$ cat config.mk
export PLATFORM = sky130hd
export DESIGN_NAME = mant_norm23_flat
export DESIGN_NICKNAME = d
export VERILOG_FILES = /design/src/rtl/mant_norm23_pkg.sv /design/src/rtl/mant_norm23_if.sv /design/src/rtl/mant_norm23.sv /design/src/flat_wrapper.sv
export SDC_FILE = /design/constraint.sdc
export NUM_CORES = 1
export LEC_CHECK = 0
export ABC_AREA = 1
export BUFFER_PORTS_ARGS = -buffer_cell sky130_fd_sc_hd__buf_4
export CORE_MARGIN = 4
export CORE_UTILIZATION = 50
export CTS_BUF_LIST = sky130_fd_sc_hd__clkbuf_8
export DETAILED_ROUTE_END_ITERATION = 12
export PLACE_DENSITY_LB_ADDON = 0.08
export SETUP_SLACK_MARGIN = 0.2
export SLEW_MARGIN = 30
export SYNTH_ARGS = -nofsm -noshare
export SYNTH_HDL_FRONTEND = slang
export SYNTH_SLANG_ARGS = --single-unit
$ cat constraint.sdc
create_clock -name clk -period 1.7 [get_ports clk]
set_input_delay 0.255 -clock clk [delete_from_list [all_inputs] [get_ports clk]]
set_output_delay 0.255 -clock clk [all_outputs]
set_load 0.005 [all_outputs]
$ cat src/rtl/mant_norm23_pkg.sv
// Shared constants, flag bit positions and FSM state encoding for the
// mantissa normaliser.
package mant_norm23_pkg;

  localparam int unsigned MANT_W  = 23;
  localparam int unsigned EXP_W   = 8;
  localparam int unsigned EXP_MAX = 255;

  // flags_out = {overflow, underflow, zero}
  localparam int unsigned FLAG_W    = 3;
  localparam int unsigned FLAG_ZERO = 0;
  localparam int unsigned FLAG_UNF  = 1;
  localparam int unsigned FLAG_OVF  = 2;

  typedef enum logic [1:0] {
    S_IDLE = 2'd0,
    S_NORM = 2'd1,
    S_DONE = 2'd2
  } state_e;

endpackage

$ cat src/rtl/mant_norm23_if.sv
// Adder-result input and normalised-result output handshake bundle.
// The master side feeds results and consumes outputs; the slave is the normaliser.
interface mant_norm23_if #(
  parameter int unsigned MANT_W = mant_norm23_pkg::MANT_W,
  parameter int unsigned EXP_W  = mant_norm23_pkg::EXP_W
);
  import mant_norm23_pkg::*;

  logic              in_valid;
  logic              in_ready;
  logic [MANT_W-1:0] sum_in;
  logic              cout_in;
  logic              sub_in;
  logic [EXP_W-1:0]  exp_in;

  logic              out_valid;
  logic              out_ready;
  logic [MANT_W-1:0] mant_out;
  logic [EXP_W-1:0]  exp_out;
  logic              sign_out;
  logic [FLAG_W-1:0] flags_out;

  modport master (
    output in_valid, sum_in, cout_in, sub_in, exp_in, out_ready,
    input  in_ready, out_valid, mant_out, exp_out, sign_out, flags_out
  );

  modport slave (
    input  in_valid, sum_in, cout_in, sub_in, exp_in, out_ready,
    output in_ready, out_valid, mant_out, exp_out, sign_out, flags_out
  );

endinterface

$ cat src/rtl/mant_norm23.sv
// Post-add mantissa normaliser: takes a raw adder/subtractor result, forms its
// magnitude and shifts one bit per cycle until the leading one sits at MANT_W-1.
module mant_norm23 #(
  parameter int unsigned MANT_W = mant_norm23_pkg::MANT_W,
  parameter int unsigned EXP_W  = mant_norm23_pkg::EXP_W
) (
  input  logic          clk,
  input  logic          rst,
  mant_norm23_if.slave  bus
);
  import mant_norm23_pkg::*;

  localparam int unsigned WORK_W = MANT_W + 1;

  state_e              r_state;
  logic [WORK_W-1:0]   r_work;
  logic [EXP_W-1:0]    r_exp;
  logic                r_sign;
  logic                r_in_ready;
  logic                r_out_valid;
  logic [MANT_W-1:0]   r_mant_out;
  logic [EXP_W-1:0]    r_exp_out;
  logic                r_sign_out;
  logic [FLAG_W-1:0]   r_flags_out;

  logic [WORK_W-1:0]   w_load_work;
  logic                w_load_sign;
  logic                w_done;
  logic [MANT_W-1:0]   w_mant;
  logic [EXP_W-1:0]    w_exp;
  logic                w_sign;
  logic [FLAG_W-1:0]   w_flags;

  // Magnitude of the incoming result; a borrow (sub without carry) means negative.
  always_comb begin
    w_load_work = {bus.cout_in, bus.sum_in};
    w_load_sign = 1'b0;
    if (bus.sub_in) begin
      if (bus.cout_in) begin
        w_load_work = {1'b0, bus.sum_in};
      end else begin
        w_load_work = {1'b0, MANT_W'(~bus.sum_in + MANT_W'(1))};
        w_load_sign = 1'b1;
      end
    end
  end

  // One normalisation rule per cycle, highest priority first.
  always_comb begin
    w_done  = 1'b1;
    w_mant  = r_work[MANT_W-1:0];
    w_exp   = r_exp;
    w_sign  = r_sign;
    w_flags = '0;
    if (r_work == '0) begin
      w_mant            = '0;
      w_exp             = '0;
      w_sign            = 1'b0;
      w_flags[FLAG_ZERO] = 1'b1;
    end else if (r_work[WORK_W-1]) begin
      if (r_exp >= EXP_W'(EXP_MAX - 1)) begin
        w_mant            = '0;
        w_exp             = EXP_W'(EXP_MAX);
        w_flags[FLAG_OVF] = 1'b1;
      end else begin
        w_mant = r_work[MANT_W:1];
        w_exp  = r_exp + EXP_W'(1);
      end
    end else if (r_work[WORK_W-2]) begin
      w_done = 1'b1;
    end else if (r_exp <= EXP_W'(1)) begin
      w_flags[FLAG_UNF] = 1'b1;
    end else begin
      w_done = 1'b0;
    end
  end

  always_ff @(posedge clk) begin
    if (rst) begin
      r_state     <= S_IDLE;
      r_work      <= '0;
      r_exp       <= '0;
      r_sign      <= 1'b0;
      r_in_ready  <= 1'b1;
      r_out_valid <= 1'b0;
      r_mant_out  <= '0;
      r_exp_out   <= '0;
      r_sign_out  <= 1'b0;
      r_flags_out <= '0;
    end else begin
      case (r_state)
        S_IDLE: begin
          if (bus.in_valid) begin
            r_work     <= w_load_work;
            r_exp      <= bus.exp_in;
            r_sign     <= w_load_sign;
            r_in_ready <= 1'b0;
            r_state    <= S_NORM;
          end
        end
        S_NORM: begin
          if (w_done) begin
            r_mant_out  <= w_mant;
            r_exp_out   <= w_exp;
            r_sign_out  <= w_sign;
            r_flags_out <= w_flags;
            r_out_valid <= 1'b1;
            r_state     <= S_DONE;
          end else begin
            r_work <= {r_work[WORK_W-2:0], 1'b0};
            r_exp  <= r_exp - EXP_W'(1);
          end
        end
        S_DONE: begin
          if (bus.out_ready) begin
            r_out_valid <= 1'b0;
            r_in_ready  <= 1'b1;
            r_state     <= S_IDLE;
          end
        end
        default: begin
          r_out_valid <= 1'b0;
          r_in_ready  <= 1'b1;
          r_state     <= S_IDLE;
        end
      endcase
    end
  end

  assign bus.in_ready  = r_in_ready;
  assign bus.out_valid = r_out_valid;
  assign bus.mant_out  = r_mant_out;
  assign bus.exp_out   = r_exp_out;
  assign bus.sign_out  = r_sign_out;
  assign bus.flags_out = r_flags_out;

endmodule

$ cat src/flat_wrapper.sv
// flat-port wrapper written by rule: the top's interface ports become plain ports
module mant_norm23_flat import mant_norm23_pkg::*;
#(
  parameter int unsigned MANT_W = mant_norm23_pkg::MANT_W,
  parameter int unsigned EXP_W  = mant_norm23_pkg::EXP_W
)
  (clk, rst, bus_in_valid, bus_sum_in, bus_cout_in, bus_sub_in, bus_exp_in, bus_out_ready, bus_in_ready, bus_out_valid, bus_mant_out, bus_exp_out, bus_sign_out, bus_flags_out);
  mant_norm23_if #(.MANT_W(MANT_W), .EXP_W(EXP_W)) bus_i ();
  input  logic clk;
  input  logic rst;
  input wire logic [$bits(bus_i.in_valid)-1:0] bus_in_valid;
  input wire logic [$bits(bus_i.sum_in)-1:0] bus_sum_in;
  input wire logic [$bits(bus_i.cout_in)-1:0] bus_cout_in;
  input wire logic [$bits(bus_i.sub_in)-1:0] bus_sub_in;
  input wire logic [$bits(bus_i.exp_in)-1:0] bus_exp_in;
  input wire logic [$bits(bus_i.out_ready)-1:0] bus_out_ready;
  output wire logic [$bits(bus_i.in_ready)-1:0] bus_in_ready;
  output wire logic [$bits(bus_i.out_valid)-1:0] bus_out_valid;
  output wire logic [$bits(bus_i.mant_out)-1:0] bus_mant_out;
  output wire logic [$bits(bus_i.exp_out)-1:0] bus_exp_out;
  output wire logic [$bits(bus_i.sign_out)-1:0] bus_sign_out;
  output wire logic [$bits(bus_i.flags_out)-1:0] bus_flags_out;
  assign bus_i.in_valid = bus_in_valid;
  assign bus_i.sum_in = bus_sum_in;
  assign bus_i.cout_in = bus_cout_in;
  assign bus_i.sub_in = bus_sub_in;
  assign bus_i.exp_in = bus_exp_in;
  assign bus_i.out_ready = bus_out_ready;
  assign bus_in_ready = bus_i.in_ready;
  assign bus_out_valid = bus_i.out_valid;
  assign bus_mant_out = bus_i.mant_out;
  assign bus_exp_out = bus_i.exp_out;
  assign bus_sign_out = bus_i.sign_out;
  assign bus_flags_out = bus_i.flags_out;
  mant_norm23 #(.MANT_W(MANT_W), .EXP_W(EXP_W)) u_core (.clk(clk), .rst(rst), .bus(bus_i));
endmodule
==> tab_implementation.tex, run 1 <==
\begin{tabular}{lr}
\hline
Metric & Value \\
\hline
\multicolumn{2}{l}{\textbf{Outcome}} \\
Outcome & finished, violations left \\
Violations in the final reports & setup timing \\
\multicolumn{2}{l}{\textbf{Global routing}} \\
Combined global-route utilization of all metal layers & roughly 27\% \\
Maximum number of pins on one net before global-route repair & 48 \\
Number of global-route vias before repair & about 4700 \\
Aggregate global routing overflow & 0 \\
Number of antenna violations at the first check in global routing & 0 \\
First-pass GRT wire length & between 20000 and 25000 um \\
\multicolumn{2}{l}{\textbf{Detailed routing}} \\
Average routed wire per standard cell & 15.9 um \\
Number of vias in the routed layout & 4956 \\
Via density per instance & 5.57 \\
Router iterations before antenna repair & 5 \\
Initial DRC count & 337 \\
DRC violations left & 0 \\
Aggregate routed wire length & around 14000 um \\
Antenna Violating Nets Remaining & 0 \\
\multicolumn{2}{l}{\textbf{Die}} \\
Standard-cell rows & 33 \\
Floorplan die area & 0.00997 mm2 \\
Vertical extent of the die & 99.9 um \\
Effective utilization at floorplan & between 50\% and 60\% \\
Num ports & 74 \\
Die width & 99.9 um \\
Core region area & 0.00822 mm2 \\
\multicolumn{2}{l}{\textbf{Power and ir drop}} \\
Int Power & 4.78 mW \\
Proportion of power drawn by combinational gates & 55.5\% \\
Power density cells & approximately 1400 mW/mm2 \\
Switch Pwr & roughly 3.6 mW \\
Standby leakage power & about 2.7 nW \\
PnR Total Power & 8.40 mW \\
Seq pwr share & 27.7\% \\
Clock share of power & 16.8\% \\
Worst supply voltage drop on vdd & 718 uV \\
Switching part of the total & a little over two fifths \\
\multicolumn{2}{l}{\textbf{Yosys}} \\
Share of flip-flops with an asynchronous set or reset after synthesis & 0\% \\
Multiplexer area fraction after synthesis & less than 1\% \\
Largest area contributor in the netlist & sky130\_fd\_sc\_hd\_\_dfxtp\_1 \\
Top cells by count, synth & sky130\_fd\_sc\_hd\_\_nand2\_1 (168), sky130\_fd\_sc\_hd\_\_nor2\_1 (87), sky130\_fd\_sc\_hd\_\_dfxtp\_1 (72), sky130\_fd\_sc\_hd\_\_a21oi\_1 (64), sky130\_fd\_sc\_hd\_\_o21ai\_0 (59) \\
Post-synth EDFFs & 0 \\
Predominant post-synthesis flop cell & sky130\_fd\_sc\_hd\_\_dfxtp\_1 \\
Cell with the most instances after synthesis & sky130\_fd\_sc\_hd\_\_nand2\_1 \\
Synth Area in Adders & 1.48\% \\
Post-synthesis share of cell area spent on xor and xnor gates & 1.87\% \\
Count of synthesis-stage warnings from yosys & 0 \\
Post-synthesis instance total & 660 \\
Cell variety after synth & 37 \\
Post-Syn Area & 0.00422 mm2 \\
Average cell area after synthesis & $\sim$6.4 um2 \\
Synth area leaders & sky130\_fd\_sc\_hd\_\_dfxtp\_1 (34\%), sky130\_fd\_sc\_hd\_\_nand2\_1 (15\%), sky130\_fd\_sc\_hd\_\_nor2\_1 (7.7\%) \\
Total nets after synthesis & 702 \\
Post-synth top area share & 34.2\% \\
Simple-Gate Fraction of Synth Area & 32.5\% \\
Synthesized-area fraction occupied by ao, oa, aoi and oai cells & 19.2\% \\
Flip-flop and latch count after synthesis & 72 \\
Share of synthesized area occupied by flip-flops and latches & 34.2\% \\
Main combinational cell family by area after synthesis & simple AND/OR/NAND/NOR gates \\
\multicolumn{2}{l}{\textbf{Finish}} \\
Final Instance Count excl. Fillers & 889 \\
Ratio of cells with drive above 1 in the final layout & 32.0\% \\
\# diodes & 0 \\
Layout Utilization & 73.4\% \\
Fillcell total & 657 \\
Growth of design area from synthesis to finish & 42.9\% \\
Post-layout net count & between 800 and 900 \\
\multicolumn{2}{l}{\textbf{STA}} \\
Number of failing hold endpoints at the final stage & 0 \\
RSZ-0062 raised after global routing & yes \\
Final hold slack & 200 ps \\
Share of the cycle needed by the critical path after routing & 102\% \\
Worst path setup slack after routing & -41.9 ps \\
Max Clock Freq & approximately 570 MHz \\
Max-slew violation count & 0 \\
Sum of negative setup slack & -225 ps \\
Transition at the pin with the smallest max-transition slack & 825 ps \\
Final min period & 1740 ps \\
Count of final setup violators & 16 \\
Tightest slew margin relative to the limit & 44.7\% \\
Setup skew after layout & 12.2 ps \\
\multicolumn{2}{l}{\textbf{Critical path}} \\
Most prevalent standard cell on the critical path & sky130\_fd\_sc\_hd\_\_buf\_12 \\
Number of buffers and inverters on the critical path & 5 \\
Number of cells on the critical path & 12 \\
Register-to-register setup slack & -40 ps \\
Cell at the slowest stage of the critical path & sky130\_fd\_sc\_hd\_\_dfxtp\_4 \\
FF-to-FF End & u\_core.bus.mant\_out[2] \\
Critical path data required time & 1970 ps \\
Start point of the critical path & u\_core.r\_exp[0] \\
Largest stage delay on the critical path & 380 ps \\
Arr. time, crit path & between 2000 and 2500 ps \\
Kind of critical path & flip-flop to flip-flop \\
CP startpoint kind & flip-flop \\
Critical Path End & u\_core.bus.mant\_out[2] \\
Logic depth of the worst register-to-register path & 12 \\
CP delay by family, top & buffers and inverters \\
CP Max Fanout & 6 \\
Critical path endpoint category & flip-flop \\
Launching point of the worst reg2reg path & u\_core.r\_exp[0] \\
Cells along the critical path & inv\_4, ha\_4, o21ai\_2, nor2\_2, inv\_2, nand3\_2, nand3\_4, inv\_6, buf\_12, buf\_12, nand2\_1, a21oi\_1 \\
\multicolumn{2}{l}{\textbf{Run}} \\
Max-cap check violation count & 0 \\
\multicolumn{2}{l}{\textbf{Place}} \\
Post-detail-place hpwl & 9040 um \\
Weighted congestion reported at the end of routability-driven placement & 0.867 \\
\# port buffers & 73 \\
Cell total after placement & 842 \\
\multicolumn{2}{l}{\textbf{Clock network}} \\
Clk buf depth & 2 \\
Root buffer selected by CTS & sky130\_fd\_sc\_hd\_\_clkbuf\_8 \\
Cts hold-fix bufs & 0 \\
Max H-tree Level & 3 \\
Num CTS Buffers & 9 \\
CTS tree & built \\
Clock transition at the register clock pins on the worst setup and hold paths after CTS & 80 ps \\
Skew-Pair Late Insertion Delay & around 360 ps \\
Number of clock sinks & 72 \\
\multicolumn{2}{l}{\textbf{Worst hold path}} \\
Worst hold start & bus\_exp\_in[3] \\
Min-Delay Path Class & primary input to flip-flop \\
\hline
\end{tabular}
[power groups by stage]
stage / clock (mW) / sequential [mW] / combinational (mW)
after floorplan: 0 / 2.31 / 2.24
after global placement: 0 / 2.32 / 3.20
after detailed placement: 0 / 2.33 / 3.25
after CTS: 1.42 / 2.29 / 4.10
after global routing: 1.51 / 2.37 / 5.03
final: 1.41 / 2.33 / 4.66
[through the flow]
step	area (um2)	worst slack, ps
floorplan	4280	108
global placement	5080	-37.5
detailed placement	5080	-73.5
CTS	5780	2.17
global route	6030	-127
finish	6030	-41.9
[how the worst min path moves through the flow]
stage / endpoint / slack (ps) / cells past startpoint
3_5_place_dp: u_core.bus.mant_out[12] / 460 / 2
3_3_place_gp: u_core.bus.flags_out[2] / 450 / 2
4_1_cts: u_core.r_sign / 200 / 3
2_1_floorplan: u_core.r_sign / 410 / 2
5_1_grt: u_core.r_work[0] / 210 / 3
6_report: u_core.r_exp[3] / 200 / 3
[what timing repair did]
item | CTS | global route
gates cloned | 7 | 1
buffers inserted | 16 | 7
resized for setup | 64 | 59
setup endpoints to repair | 67 | 69
pin swaps | 23 | 27
[layout make-up]
class | instances | area [um2] | share of cell area [%]
clock buffer | 9 | 124 | 2.05
clock inverter | 7 | 80.1 | 1.33
inverter | 62 | 259 | 4.29
multi-input combinational | 495 | 2680 | 44.4
sequential | 72 | 1450 | 24.1
tap | 105 | 131 | 2.18
timing repair buffer | 138 | 1300 | 21.5
timing repair inverter | 1 | 7.51 | 0.124
[state kept, by name, indices dropped and copies added, names as in the netlist]
signal                flops
u_core.bus.sign_out       1
u_core.bus.exp_out        8
u_core.bus.out_valid      1
u_core.r_work            24
u_core.bus.flags_out      3
u_core.bus.in_ready       1
u_core.r_sign             1
u_core.r_state            2
u_core.bus.mant_out      23
u_core.r_exp              8
[tightest hold or removal path, cell delays in order]
cell	delay, ps
sky130_fd_sc_hd__buf_4	80
sky130_fd_sc_hd__mux2i_1	60
sky130_fd_sc_hd__a21oi_1	130
[metal layers]
layer / GRT usage (%) / up-vias / share of wire [%]
li1: - / 2417 / -
met1: 33.7 / 2316 / 40
met2: 46.8 / 181 / 50
met3: 4.31 / 42 / 6.2
met4: 12.7 / 0 / 3.5
met5: 0 / - / 0
[cells by family after synthesis]
family,after synthesis
AND/OR/NAND/NOR,328
multiplexers,1
XOR/XNOR,9
AO/OA/AOI/OAI,150
adder cells (fa/ha/maj),5
buffers and inverters,95
flip-flops,72
[layout by cell type (no fill, tap or decap), types with 3 or more instances in the layout]
cell,count
sky130_fd_sc_hd__buf_6,10
sky130_fd_sc_hd__a21oi_2,5
sky130_fd_sc_hd__nand2_8,3
sky130_fd_sc_hd__o211ai_1,8
sky130_fd_sc_hd__clkbuf_8,9
sky130_fd_sc_hd__nand3_1,43
sky130_fd_sc_hd__nand3_4,3
sky130_fd_sc_hd__o22ai_1,12
sky130_fd_sc_hd__nand4_1,6
sky130_fd_sc_hd__nand2_4,6
sky130_fd_sc_hd__inv_1,49
sky130_fd_sc_hd__inv_2,8
sky130_fd_sc_hd__nor2_2,14
sky130_fd_sc_hd__buf_16,4
sky130_fd_sc_hd__buf_12,9
sky130_fd_sc_hd__o21ai_2,8
sky130_fd_sc_hd__nand2_2,22
sky130_fd_sc_hd__nand3_2,7
sky130_fd_sc_hd__nand2_1,141
sky130_fd_sc_hd__buf_4,112
sky130_fd_sc_hd__xor2_1,8
sky130_fd_sc_hd__a21oi_1,59
sky130_fd_sc_hd__o21ai_0,38
sky130_fd_sc_hd__nor2_1,77
sky130_fd_sc_hd__dfxtp_1,68
sky130_fd_sc_hd__o21ai_1,13
(Power assumes the default switching activity.)
==> run 2: changes to the inputs <==
- CORE_ASPECT_RATIO: default -> 1.2
==> run 2 against run 1 <==
Net effect: the run now ends clean; maximum frequency grew 4.4%; non-clock buffer count is 10 lower; total power fell by 0.35%; cell area fell by 1.5%; register-to-register slack better by 70 ps; critical path depth fell by 1; clock skew hardly changed; hold slack better by 3.8 ps; via count is 4.4% lower; clock power rose by 16%; cell count is 0.22% lower; largest cell class unchanged.
==> tab_implementation.tex, run 2 (synthesis results as in run 1) <==
\begin{tabular}{lr}
\hline
Metric & Value \\
\hline
\multicolumn{2}{l}{\textbf{Outcome}} \\
Outcome & finished, final reports clean \\
\multicolumn{2}{l}{\textbf{Global routing}} \\
GR Util met2 & 44.8\% (-2.0 points) \\
Combined global-route utilization of all metal layers & 26.8\% (-0.54 points) \\
Number of antenna violations at the first check in global routing & 0 (unchanged) \\
Fraction of met3 tracks used by global routing & 4.35\% (+0.039 points) \\
First-pass GRT wire length & 21400 um (-2.7\%) \\
Maximum number of pins on one net before global-route repair & 45 (-6.3\%) \\
Aggregate global routing overflow & 0 (unchanged) \\
Gr busiest metal & met2 \\
Number of global-route vias before repair & 4449 (-5.9\%) \\
M1 GR Usage & 34.9\% (+1.2 points) \\
\multicolumn{2}{l}{\textbf{Finish}} \\
Commonest non-fill, non-tap cell in the layout & sky130\_fd\_sc\_hd\_\_nand2\_1 \\
Design Area, Final & 0.00594 mm2 (-1.5\%) \\
Most used cells in the layout excluding fill and tap cells & sky130\_fd\_sc\_hd\_\_nand2\_1 (158), sky130\_fd\_sc\_hd\_\_buf\_4 (106), sky130\_fd\_sc\_hd\_\_nor2\_1 (72) \\
Largest register FFs & 24 (unchanged) \\
Final Instance Count excl. Fillers & 887 (-0.22\%) \\
Post-layout net count & 810 (-1.3\%) \\
Layout Utilization & 72.5\% (-0.93 points) \\
Register with the most flip-flops & u\_core.r\_work \\
Ratio of cells with drive above 1 in the final layout & 29.2\% (-2.8 points) \\
Growth of design area from synthesis to finish & 40.8\% \\
\# diodes & 0 (unchanged) \\
\multicolumn{2}{l}{\textbf{Worst hold path}} \\
Worst hold path depth & 3 (unchanged) \\
Worst hold start & bus\_in\_valid \\
End point of the worst hold path & u\_core.r\_sign \\
Min-Delay Path Class & primary input to flip-flop \\
\multicolumn{2}{l}{\textbf{Critical path}} \\
Arr. time, crit path & 1910 ps (-100 ps) \\
CP startpoint kind & flip-flop \\
Critical path endpoint category & flip-flop \\
FF-to-FF End & u\_core.r\_work[23] \\
Logic depth of the worst register-to-register path & 11 (-1) \\
Launching point of the worst reg2reg path & u\_core.r\_exp[1] \\
CP Max Fanout & 12 (+6) \\
Register-to-register setup slack & 30 ps (+70 ps) \\
Critical path data required time & 1940 ps (-30 ps) \\
Kind of critical path & flip-flop to flip-flop \\
\multicolumn{2}{l}{\textbf{Clock network}} \\
Clock transition at the register clock pins on the worst setup and hold paths after CTS & 80 ps (about the same) \\
Skew-Pair Late Insertion Delay & 360 ps (about the same) \\
Num CTS Buffers & 9 (unchanged) \\
Max H-tree Level & 3 (unchanged) \\
Clk buf depth & 2 (unchanged) \\
Cts hold-fix bufs & 0 (unchanged) \\
Number of clock sinks & 72 (unchanged) \\
CTS tree & built \\
Root buffer selected by CTS & sky130\_fd\_sc\_hd\_\_clkbuf\_8 \\
\multicolumn{2}{l}{\textbf{Detailed routing}} \\
DRC violations left & 0 (unchanged) \\
Number of vias in the routed layout & 4740 (-4.4\%) \\
Average routed wire per standard cell & 15.1 um (-4.8\%) \\
Antenna Violating Nets Remaining & 0 (unchanged) \\
Initial DRC count & 386 (+15\%) \\
Aggregate routed wire length & 13400 um (-5.0\%) \\
Via density per instance & 5.34 (-4.1\%) \\
Router iterations before antenna repair & 5 (unchanged) \\
\multicolumn{2}{l}{\textbf{STA}} \\
Max Clock Freq & 599 MHz (+4.4\%) \\
Max-slew violation count & 0 (unchanged) \\
Tightest slew margin relative to the limit & 48.6\% (+3.9 points) \\
Final min period & 1670 ps (-72.9 ps) \\
Worst path setup slack after routing & 31.0 ps (+72.9 ps) \\
Number of failing hold endpoints at the final stage & 0 (unchanged) \\
Transition at the pin with the smallest max-transition slack & 767 ps (-58.3 ps) \\
Final hold slack & 204 ps (+3.78 ps) \\
Setup skew after layout & 12.4 ps (+0.146 ps) \\
Sum of negative setup slack & 0 ps (+225 ps) \\
Share of the cycle needed by the critical path after routing & 98.2\% (-4.3 points) \\
RSZ-0062 raised after global routing & yes \\
Count of final setup violators & 0 (-16) \\
\multicolumn{2}{l}{\textbf{Die}} \\
Vertical extent of the die & 109 um (+8.8\%) \\
Die width & 91.9 um (-8.0\%) \\
Core region area & 0.00820 mm2 (-0.23\%) \\
Standard-cell rows & 36 (+9.1\%) \\
Floorplan die area & 0.00998 mm2 (about the same) \\
Num ports & 74 (unchanged) \\
Effective utilization at floorplan & 51.5\% (+0.12 points) \\
\multicolumn{2}{l}{\textbf{Power and ir drop}} \\
Worst supply voltage drop on vdd & 677 uV (-5.7\%) \\
Standby leakage power & 2.64 nW (-3.7\%) \\
Power density cells & 1410 mW/mm2 (+1.2\%) \\
PnR Total Power & 8.37 mW (-0.35\%) \\
\multicolumn{2}{l}{\textbf{Place}} \\
Pre-CTS setup slack & -41.4 ps (+32.1 ps) \\
Cell total after placement & 849 (+0.83\%) \\
Weighted congestion reported at the end of routability-driven placement & 0.917 (+5.8\%) \\
Post-detail-place hpwl & 8900 um (-1.6\%) \\
\# port buffers & 73 (unchanged) \\
Placed Instance Area & 0.00507 mm2 (about the same) \\
\multicolumn{2}{l}{\textbf{Run}} \\
Max-cap check violation count & 0 (unchanged) \\
\hline
\end{tabular}
[run 2: layout make-up]
type | count | area [um2]
inverter | 62 | 256
fill | 674 | 2260
timing repair inverter | 1 | 8.76
sequential | 72 | 1450
timing repair buffer | 128 | 1210
clock inverter | 7 | 111
clock buffer | 9 | 124
tap | 114 | 143
multi-input combinational | 494 | 2630
[run 2: how the worst max path moves through the flow]
stage | start | endpoint | slack [ps] | depth (start not counted)
floorplan | u_core.r_exp[0] | u_core.bus.exp_out[1] | 110 | 7
global placement | bus_sum_in[0] | u_core.r_work[22] | -10 | 12
detailed placement | bus_sum_in[0] | u_core.r_work[22] | -40 | 11
CTS | u_core.r_exp[1] | u_core.r_work[13] | 60 | 11
global route | u_core.r_exp[0] | u_core.bus.mant_out[13] | -90 | 9
finish | u_core.r_exp[1] | u_core.r_work[23] | 30 | 11
[run 2: routing by layer]
layer / up-vias / routed length, um
li1: 2379 / -
met1: 2153 / 5890
met2: 185 / 6430
met3: 23 / 793
met4: 0 / 274
met5: - / 0
[run 2: power by group]
| part | switching (mW) | internal, mW | total, mW |
|---|---|---|---|
| clock | 0.665 | 0.964 | 1.63 |
| combinational | 2.47 | 1.95 | 4.41 |
| sequential | 0.280 | 2.05 | 2.33 |
| total | 3.41 | 4.96 | 8.37 |
[run 2: worst max-delay path, cell delays in order, from the launching register on]
cell and delay (ps):
sky130_fd_sc_hd__dfxtp_4 370, sky130_fd_sc_hd__inv_4 50, sky130_fd_sc_hd__ha_4 160, sky130_fd_sc_hd__o21ai_2 130, sky130_fd_sc_hd__nor2_2 60, sky130_fd_sc_hd__nor2_1 120, sky130_fd_sc_hd__nand3_2 110, sky130_fd_sc_hd__nand2_4 170
sky130_fd_sc_hd__buf_12 160, sky130_fd_sc_hd__inv_6 80, sky130_fd_sc_hd__nor2_1 90, sky130_fd_sc_hd__nor2_1 50
[run 2: repair_timing]
item,in CTS,in global routing
pin swaps,8,13
setup endpoints to repair,69,69
buffers inserted,11,4
resized for setup,48,47
gates cloned,5,2
==> run 3: changes to the inputs <==
- ABC_AREA: 1 -> default
==> run 3 against run 2 <==
Net effect: the run now ends with setup timing left; clock power hardly changed; count of clock-buffer cells in the layout is 1 higher; cell area is 12% higher; sequential cell count stayed put; combinational power is 26% lower; register-to-register slack worse by 730 ps; via count is 3.0% higher; cell count is 15% lower; die area is 5.9% lower; critical path type unchanged; largest power group unchanged.
==> tab_implementation.tex, run 3 <==
\begin{tabular}{lr}
\hline
Metric & Value \\
\hline
\multicolumn{2}{l}{\textbf{Place}} \\
\# port buffers & 73 (unchanged) \\
Cell total after placement & 698 (-18\%) \\
Post-detail-place hpwl & 8410 um (-5.5\%) \\
Weighted congestion reported at the end of routability-driven placement & 0.888 (-3.2\%) \\
\multicolumn{2}{l}{\textbf{Detailed routing}} \\
Number of vias in the routed layout & 4882 (+3.0\%) \\
DRC violations left & 0 (unchanged) \\
Router iterations before antenna repair & 5 (unchanged) \\
Antenna Violating Nets Remaining & 0 (unchanged) \\
Aggregate routed wire length & 18200 um (+36\%) \\
Initial DRC count & 514 (+33\%) \\
Via density per instance & 6.47 (+21\%) \\
Average routed wire per standard cell & 24.1 um (+60\%) \\
\multicolumn{2}{l}{\textbf{Global routing}} \\
Aggregate global routing overflow & 0 (unchanged) \\
Maximum number of pins on one net before global-route repair & 43 (-4.4\%) \\
First-pass GRT wire length & 23200 um (+8.3\%) \\
Number of antenna violations at the first check in global routing & 0 (unchanged) \\
Number of global-route vias before repair & 4561 (+2.5\%) \\
Combined global-route utilization of all metal layers & 32.1\% (+5.2 points) \\
\multicolumn{2}{l}{\textbf{Finish}} \\
Growth of design area from synthesis to finish & 68.9\% \\
Fillcell total & 385 (-43\%) \\
Total area of multi-input combinational cells & 0.00300 mm2 (+14\%) \\
Area taken by flip-flops and latches & 0.00146 mm2 (+0.34\%) \\
Layout Utilization & 86.5\% (+14 points) \\
Final Instance Count excl. Fillers & 755 (-15\%) \\
Most used cells in the layout excluding fill and tap cells & sky130\_fd\_sc\_hd\_\_buf\_4 (165), sky130\_fd\_sc\_hd\_\_dfxtp\_1 (62), sky130\_fd\_sc\_hd\_\_a21oi\_1 (55) \\
Post-layout net count & 700 (-14\%) \\
Ratio of cells with drive above 1 in the final layout & 49.0\% (+20 points) \\
Largest register FFs & 24 (unchanged) \\
\# diodes & 0 (unchanged) \\
Commonest non-fill, non-tap cell in the layout & sky130\_fd\_sc\_hd\_\_buf\_4 \\
Register with the most flip-flops & u\_core.r\_work \\
\multicolumn{2}{l}{\textbf{Outcome}} \\
Violations in the final reports & setup timing \\
Outcome & finished, violations left \\
\multicolumn{2}{l}{\textbf{Yosys}} \\
Post-synth top area share & 36.5\% (+2.3 points) \\
Main combinational cell family by area after synthesis & compound AO/OA/AOI/OAI gates \\
Multiplexer area fraction after synthesis & 1.30\% (+1.1 points) \\
Largest area contributor in the netlist & sky130\_fd\_sc\_hd\_\_dfxtp\_1 \\
Total nets after synthesis & 522 (-26\%) \\
Flip-flop and latch count after synthesis & 72 (unchanged) \\
Post-Syn Area & 0.00395 mm2 (-6.4\%) \\
Synth area leaders & sky130\_fd\_sc\_hd\_\_dfxtp\_1 (36\%), sky130\_fd\_sc\_hd\_\_a21oi\_1 (8.9\%), sky130\_fd\_sc\_hd\_\_nand2\_1 (5.0\%) \\
Share of synthesized area occupied by flip-flops and latches & 36.5\% (+2.3 points) \\
Post-synthesis share of cell area spent on xor and xnor gates & 4.88\% (+3.0 points) \\
Synth Area in Adders & 1.58\% (+0.10 points) \\
Average cell area after synthesis & 8.23 um2 (+29\%) \\
Cell variety after synth & 58 (+57\%) \\
Predominant post-synthesis flop cell & sky130\_fd\_sc\_hd\_\_dfxtp\_1 \\
Share of flip-flops with an asynchronous set or reset after synthesis & 0\% (unchanged) \\
Post-synth EDFFs & 0 (unchanged) \\
Synthesized-area fraction occupied by ao, oa, aoi and oai cells & 28.4\% (+9.3 points) \\
Cell with the most instances after synthesis & sky130\_fd\_sc\_hd\_\_dfxtp\_1 \\
Count of synthesis-stage warnings from yosys & 0 (unchanged) \\
Simple-Gate Fraction of Synth Area & 22.2\% (-10 points) \\
Top cells by count, synth & sky130\_fd\_sc\_hd\_\_dfxtp\_1 (72), sky130\_fd\_sc\_hd\_\_a21oi\_1 (70), sky130\_fd\_sc\_hd\_\_nand2\_1 (53), sky130\_fd\_sc\_hd\_\_nor2\_1 (32), sky130\_fd\_sc\_hd\_\_nor2b\_1 (25) \\
Post-synthesis instance total & 480 (-27\%) \\
\multicolumn{2}{l}{\textbf{Clock network}} \\
Clk buf depth & 2 (unchanged) \\
Clock transition at the register clock pins on the worst setup and hold paths after CTS & 90 ps (about the same) \\
Max H-tree Level & 3 (unchanged) \\
Cts hold-fix bufs & 0 (unchanged) \\
Skew-Pair Late Insertion Delay & 360 ps (about the same) \\
Number of clock sinks & 72 (unchanged) \\
CTS tree & built \\
Root buffer selected by CTS & sky130\_fd\_sc\_hd\_\_clkbuf\_8 \\
Num CTS Buffers & 9 (unchanged) \\
\multicolumn{2}{l}{\textbf{Critical path}} \\
Arr. time, crit path & 2610 ps (+700 ps) \\
CP delay by family, top & compound AO/OA/AOI/OAI gates \\
Largest stage delay on the critical path & 570 ps (+200 ps) \\
Kind of critical path & flip-flop to flip-flop \\
Most prevalent standard cell on the critical path & sky130\_fd\_sc\_hd\_\_buf\_4 \\
Cell at the slowest stage of the critical path & sky130\_fd\_sc\_hd\_\_a21oi\_1 \\
Cells along the critical path & inv\_4, buf\_4, buf\_4, ha\_1, o21ai\_2, nor2\_1, a21boi\_2, buf\_4, buf\_12, a21oi\_1, o2bb2ai\_4 \\
Number of buffers and inverters on the critical path & 5 (+2) \\
CP Max Fanout & 11 (-1) \\
CP startpoint kind & flip-flop \\
Critical path data required time & 1910 ps (-30 ps) \\
Critical path endpoint category & flip-flop \\
\multicolumn{2}{l}{\textbf{Power and ir drop}} \\
Switch Pwr & 2.67 mW (-22\%) \\
Power density cells & 1040 mW/mm2 (-26\%) \\
Switching part of the total & 38.4\% (-2.3 points) \\
Proportion of power drawn by combinational gates & 47.0\% (-5.7 points) \\
PnR Total Power & 6.95 mW (-17\%) \\
Standby leakage power & 2.74 nW (+4.0\%) \\
Int Power & 4.28 mW (-14\%) \\
Clock share of power & 23.2\% (+3.7 points) \\
Seq pwr share & 29.8\% (+2.0 points) \\
Worst supply voltage drop on vdd & 871 uV (+29\%) \\
\multicolumn{2}{l}{\textbf{STA}} \\
Number of failing hold endpoints at the final stage & 0 (unchanged) \\
Share of the cycle needed by the critical path after routing & 141\% (+43 points) \\
RSZ-0062 raised after global routing & yes \\
Setup skew after layout & 18.2 ps (+5.76 ps) \\
Worst path setup slack after routing & -698 ps (-729 ps) \\
Transition at the pin with the smallest max-transition slack & 702 ps (-64.7 ps) \\
Count of final setup violators & 69 (+69) \\
Tightest slew margin relative to the limit & 53.2\% (+4.6 points) \\
Max Clock Freq & 417 MHz (-30\%) \\
Final min period & 2400 ps (+729 ps) \\
Max-slew violation count & 0 (unchanged) \\
\multicolumn{2}{l}{\textbf{Die}} \\
Effective utilization at floorplan & 51.2\% (-0.23 points) \\
Die width & 89.1 um (-3.0\%) \\
Core region area & 0.00771 mm2 (-6.0\%) \\
Standard-cell rows & 35 (-2.8\%) \\
Floorplan die area & 0.00939 mm2 (-5.9\%) \\
Vertical extent of the die & 105 um (-3.0\%) \\
Num ports & 74 (unchanged) \\
\multicolumn{2}{l}{\textbf{Run}} \\
Max-cap check violation count & 0 (unchanged) \\
\multicolumn{2}{l}{\textbf{Worst hold path}} \\
Min-Delay Path Class & primary input to flip-flop \\
\hline
\end{tabular}
==> run 3: path summary, 6_finish.rpt <==
kind	slack (ps)	from	end	cells past startpoint
max	-700	u_core.r_exp[0]	u_core.bus.mant_out[12]	11
min	220	bus_exp_in[6]	u_core.r_exp[6]	3
max reg2reg	-700	u_core.r_exp[0]	u_core.bus.mant_out[12]	11
min reg2reg	460	u_core.bus.exp_out[4]	u_core.bus.exp_out[4]	2
==> run 3: kinds of logic after synthesis <==
kind of cell	after synthesis
AO/OA/AOI/OAI	169
buffers and inverters	45
flip-flops	72
AND/OR/NAND/NOR	162
multiplexers	5
XOR/XNOR	22
adder cells (fa/ha/maj)	5
==> run 3: power groups by stage <==
| stage | Clock (mW) | Sequential, mW | Combinational, mW |
|---|---|---|---|
| after global placement | 0 | 2.01 | 2.01 |
| final | 1.61 | 2.07 | 3.26 |
| after CTS | 1.58 | 2.00 | 2.67 |
| after detailed placement | 0 | 2.01 | 2.04 |
| after floorplan | 0 | 2.05 | 1.14 |
| after global routing | 1.70 | 2.08 | 3.39 |
==> run 3: area by class of cell <==
type                    instances  area share [%]
multi-input cells             367            45.0
repair buffers                199            27.4
flip-flops and latches         72            21.9
clock buffers                  10            2.06
well taps                      92            1.73
clock inverters                 6            1.35
inverters                       9           0.582
==> run 3: layer usage <==
| metal | GRT usage (%) | part of all wire, % | vias to the layer above |
|---|---|---|---|
| met5 | 0 | 0 | - |
| met4 | 19.4 | 9.2 | 0 |
| met3 | 5.55 | 8.5 | 132 |
| met2 | 56.2 | 50 | 319 |
| met1 | 34.6 | 32 | 2320 |
| li1 | - | - | 2111 |
==> run 3: timing repair <==
item,CTS,global route
cloned,11,1
setup endpoints to repair,69,70
pin swaps,20,26
resized for setup,71,73
endpoints found under the hold margin,0,0
buffers inserted,20,9
==> run 3: worst min-delay path: stages <==
cell and delay, ps:
sky130_fd_sc_hd__buf_4 80, sky130_fd_sc_hd__a21oi_1 60, sky130_fd_sc_hd__a31oi_1 150
==> run 3: stage by stage <==
step	cell area, um2	setup WS, ps	hold WS [ps]	TNS [ps]
CTS	6200	-228	204	-11700
global placement	5210	-283	440	-15570
detailed placement	5210	-332	447	-17840
floorplan	4020	-122	417	-1410
global route	6670	-710	224	-35080
finish	6670	-698	220	-34220
